`src/rtl/serial_subtractor.sv`:
```
// Bit-serial W-bit two's-complement subtractor: diff = a - b - bi, LSB first,
// one full-subtract step per clock, with borrow-out and signed-overflow flags.
module serial_subtractor #(
  parameter int W = 8
) (
  input  logic         clk,
  input  logic         rst_n,
  input  logic         start,
  input  logic [W-1:0] a,
  input  logic [W-1:0] b,
  input  logic         bi,
  output logic         busy,
  output logic         done,
  output logic [W-1:0] diff,
  output logic         bout,
  output logic         ovf
);

  // state | meaning
  // IDLE  | waiting for start; diff/bout/ovf hold the last result
  // RUN   | one bit per edge; completes on the edge where cnt == W-1

  localparam int CW = $clog2(W + 1);
  localparam logic [CW-1:0] LAST = CW'(W - 1);

  typedef enum logic {IDLE, RUN} state_t;

  state_t         state;
  logic [W-1:0]   sa;
  logic [W-1:0]   sb;
  logic [W-1:0]   sr;
  logic           br;
  logic [CW-1:0]  cnt;

  logic           d_bit;
  logic           br_next;
  logic [W-1:0]   sr_next;

  always_comb begin
    d_bit   = sa[0] ^ sb[0] ^ br;
    br_next = (~sa[0] & sb[0]) | (sb[0] & br) | (~sa[0] & br);
    // Shift the new bit in from the MSB side; written this way so W=1 needs no special case.
    sr_next = W'({d_bit, sr} >> 1);
  end

  always_ff @(posedge clk or negedge rst_n) begin
    if (!rst_n) begin
      state <= IDLE;
      sa    <= '0;
      sb    <= '0;
      sr    <= '0;
      br    <= 1'b0;
      cnt   <= '0;
      busy  <= 1'b0;
      done  <= 1'b0;
      diff  <= '0;
      bout  <= 1'b0;
      ovf   <= 1'b0;
    end else begin
      done <= 1'b0;
      case (state)
        IDLE: begin
          if (start) begin
            sa    <= a;
            sb    <= b;
            br    <= bi;
            cnt   <= '0;
            busy  <= 1'b1;
            state <= RUN;
          end
        end
        RUN: begin
          sa  <= sa >> 1;
          sb  <= sb >> 1;
          br  <= br_next;
          sr  <= sr_next;
          cnt <= cnt + CW'(1);
          if (cnt == LAST) begin
            // br here is still the borrow into the MSB position.
            diff  <= sr_next;
            bout  <= br_next;
            ovf   <= br ^ br_next;
            done  <= 1'b1;
            busy  <= 1'b0;
            state <= IDLE;
          end
        end
        default: state <= IDLE;
      endcase
    end
  end

endmodule

```
`config.mk`:
```
export PLATFORM = sky130hd
export DESIGN_NAME = serial_subtractor
export DESIGN_NICKNAME = d
export VERILOG_FILES = /design/src/rtl/serial_subtractor.sv
export SDC_FILE = /design/constraint.sdc
export NUM_CORES = 1
export LEC_CHECK = 0
export ABC_AREA = 1
export BUFFER_PORTS_ARGS = -buffer_cell sky130_fd_sc_hd__buf_2
export CAP_MARGIN = 20
export CORE_UTILIZATION = 35
export DETAILED_ROUTE_END_ITERATION = 8
export GPL_TIMING_DRIVEN = 0
export PLACE_DENSITY = 0.5
export SLEW_MARGIN = 20
export SYNTH_ARGS = -nofsm -noshare
export SYNTH_HDL_FRONTEND = slang
export SYNTH_SLANG_ARGS = --single-unit
```
`constraint.sdc`:
```
create_clock -name clk -period 2.5 [get_ports clk]
set_input_delay 0.375 -clock clk [delete_from_list [all_inputs] [get_ports clk]]
set_output_delay 0.375 -clock clk [all_outputs]
set_load 0.02 [all_outputs]
```
==> key figures <==
Routing
  • DR vias/cell: between 4 and 5
  • DRT Pass-1 Iters: 4
  • Total number of vias: between 1000 and 1500
  • DR iter-0 viols: 92
  • ANT nets after route: 0
  • WL per Instance: 10.1 um
  • DRT Wirelength: between 3 and 4 mm
  • DRC: 0

Die
  • Site Rows: 25
  • Core area: 4750 um^2
  • Initial core utilization: 36.6%
  • Die X: 72.5 um
  • Die height: a little over 70 um
  • Top Ports: 32
  • Die area: about 5300 um^2

Outcome
  • Status: completed

Clock tree
  • H-tree depth: 2
  • Number of setup buffers added after CTS: 0
  • CTS tree: yes
  • Resized Gates After CTS: 0
  • Clk_lat worst skew: 290 ps
  • Reg clk slew, reported paths: 80 ps
  • Root Driver: clkbuf_8
  • Total CTS buffers: 5
  • Hold Buf Count CTS: 0
  • Max Root-Sink Buffers: 2
  • Sink Count: 41

Critical path
  • Buffers & Inverters on Critical Path: 2
  • CP peak stage delay: 480 ps
  • R2r endpoint: ovf
  • Crit-path cells: inv_1, fa_1, inv_1, nand2_1, nand2_1, nand2_1, nand2_1
  • R2r setup slk: 1250 ps
  • Most numerous cell on the critical path: nand2_1
  • Worst Setup Start Kind: flop
  • CP Depth: 7
  • Critical path fanouts, max: 4
  • Worst Reg-to-Reg Cells: 7
  • WP data required: 2740 ps
  • Critical-path top delay cell: fa_1
  • Cell family with most CP delay: adder cells
  • Arr. time, crit path: 1480 ps
  • R2r startpoint: sa[0]
  • CP Capture Type: flop
  • Setup CP Type: reg -> reg

STA
  • Worst-margin pin slew: ~900 ps
  • Final Hold Fails: 0
  • Final Cycle Share: 49.8%
  • Setup ws final: 1250 ps
  • Final Setup Violations: 0
  • Final Max Tran Viols: 0
  • Peak Freq: 0.803 GHz
  • Clk_skew: between 5 and 6 ps
  • Slew HR: 40.3%
  • RSZ-0062 raised after global routing: no
  • Crit path time final: 1250 ps
  • Total negative slack: 0 ps

Power and ir drop
  • Combinational power share: around two fifths
  • Switching Share: 39.5%
  • Pint: 1490 uW
  • P_sw: 972 uW
  • Static leakage power: 0.00114 uW
  • Worst VDD drop: 0.377 mV
  • Power Density: around 1200 nW/um^2
  • Sequential power share: between 40 and 50%
  • Clock network fraction of total power: between 10% and 20%

Cells and area
  • Nets: between 200 and 300
  • Commonest cells after routing, fill and taps aside: 116 x nand2_1, 41 x dfrtp_1, 34 x buf_2
  • Area growth syn-to-layout: 18.5%
  • # diodes: 0
  • Fillers: approximately 520
  • Most common cell after layout, fill and taps aside: nand2_1
  • Fraction of layout cells with a size suffix above 1: 20.8%

GRT
  • Number of global-route vias before repair: 1246
  • Total GRT Usage: 14.4%
  • Initial antenna violation count: 0
  • First-pass GRT wire length: 5.67 mm
  • Congestion Overflow GR: 0
  • Largest net degree at the start of global routing: 42

Place
  • Placed wire-length estimate: 2.17 mm
  • Global placement routability congestion: 0.716
  • Port Buffers: 31
  • Pre-CTS setup slack: 1270 ps

Logic synthesis
  • EDFF count, synth: 0
  • Synth Warn #: 0
  • Top post-synthesis cells by area: dfrtp_1 59%, nand2_1 25%, nand3_1 4.9%
  • Main synth FF type: dfrtp_1
  • Async SR Flop Fraction: 100%
  • Cells after synthesis: roughly 210
  • Mapped Area: 1740 um^2
  • Syn Nets: 228
  • Avg Cell Area, Syn: 8.45 um^2
  • Distinct cells, synth: 17
  • Synth top area share: 59.0%
  • Register bit total from synthesis: slightly above 40
  • Area leader, netlist: dfrtp_1
  • Post-synthesis sequential area ratio: 59.0%

Job
  • MaxCap Viol Count: 0

Hold path
  • Hold/Removal Path Class: in -> async
[layer usage]
metal / up-vias / routed length [um] / global-route usage (%)
li1: 705 / - / -
met1: 606 / 1500 / 18.2
met2: 28 / 1450 / 22.7
met3: 5 / 152 / 4.72
met4: 0 / 57 / 5.88
met5: - / 0 / 0
[final cells by class]
class	count	area [um^2]	area share, %
Buffer	7	48.8	2.37
Clock buffer	6	72.6	3.52
Clock inverter	2	10.0	0.485
Inverter	11	41.3	2.00
Multi-Input combinational cell	147	624	30.3
Sequential cell	41	1030	49.8
Tap cell	67	83.8	4.07
Timing Repair Buffer	31	155	7.52
[worst max path at each step]
stage / startpoint / end / slack, ps
CTS: sa[0] / ovf / 1250
finish: sa[0] / ovf / 1250
floorplan: sa[0] / ovf / 1340
detailed placement: sa[0] / ovf / 1270
global placement: sa[0] / ovf / 1270
global route: sa[0] / ovf / 1120
[power by group through the flow]
| stage | combinational [uW] | clock [uW] | sequential, uW |
|---|---|---|---|
| after global placement | 959 | 0 | 1100 |
| after floorplan | 624 | 0 | 1180 |
| after global routing | 1120 | 459 | 1140 |
| after CTS | 979 | 435 | 1100 |
| final | 950 | 417 | 1090 |
| after detailed placement | 977 | 0 | 1110 |
[Yosys cell counts, types with 2 or more instances]
cell	count
o21ai_0	2
buf_2	3
buf_6	2
nand2_2	2
nor2_4	2
nand3_1	17
inv_2	2
inv_1	9
nand2_1	116
dfrtp_1	41
nor2_1	4
[kinds of logic (layout without fill, tap and decap cells)]
logic type	count (synthesis)	count (layout)	synth area share [%]
simple gates	142	142	33.1
compound gates	3	3	0.862
flops	41	41	59.0
fa+ha+maj	2	2	1.87
buf+inv	18	57	5.18
[state kept, by name, summed over array words and instances, names as in the netlist]
signal  count
done        1
bout        1
cnt         4
sb          8
br          1
sa          8
sr          7
state       1
diff        8
ovf         1
busy        1
[worst register-to-register path, cell delays in order (launching register included)]
cell     delay [ps]
dfrtp_1         350
inv_1            60
fa_1            480
inv_1            80
nand2_1          50
nand2_1          70
nand2_1          50
nand2_1          60
[stage by stage]
stage / instances / total power [uW] / hold slack, ps / instance area (um^2) / util [%]
6_report: 312 / 2460 / 204 / 2060 / 43.4
4_1_cts: 312 / 2510 / 250 / 2060 / 43.4
3_3_place_gp: 304 / 2060 / 451 / 1980 / 41.6
3_5_place_dp: 304 / 2080 / 453 / 1980 / 41.6
5_1_grt: 312 / 2720 / 271 / 2060 / 43.4
2_1_floorplan: 206 / 1810 / 79.4 / 1740 / -
Note: power is estimated with default switching activity, not from simulation.
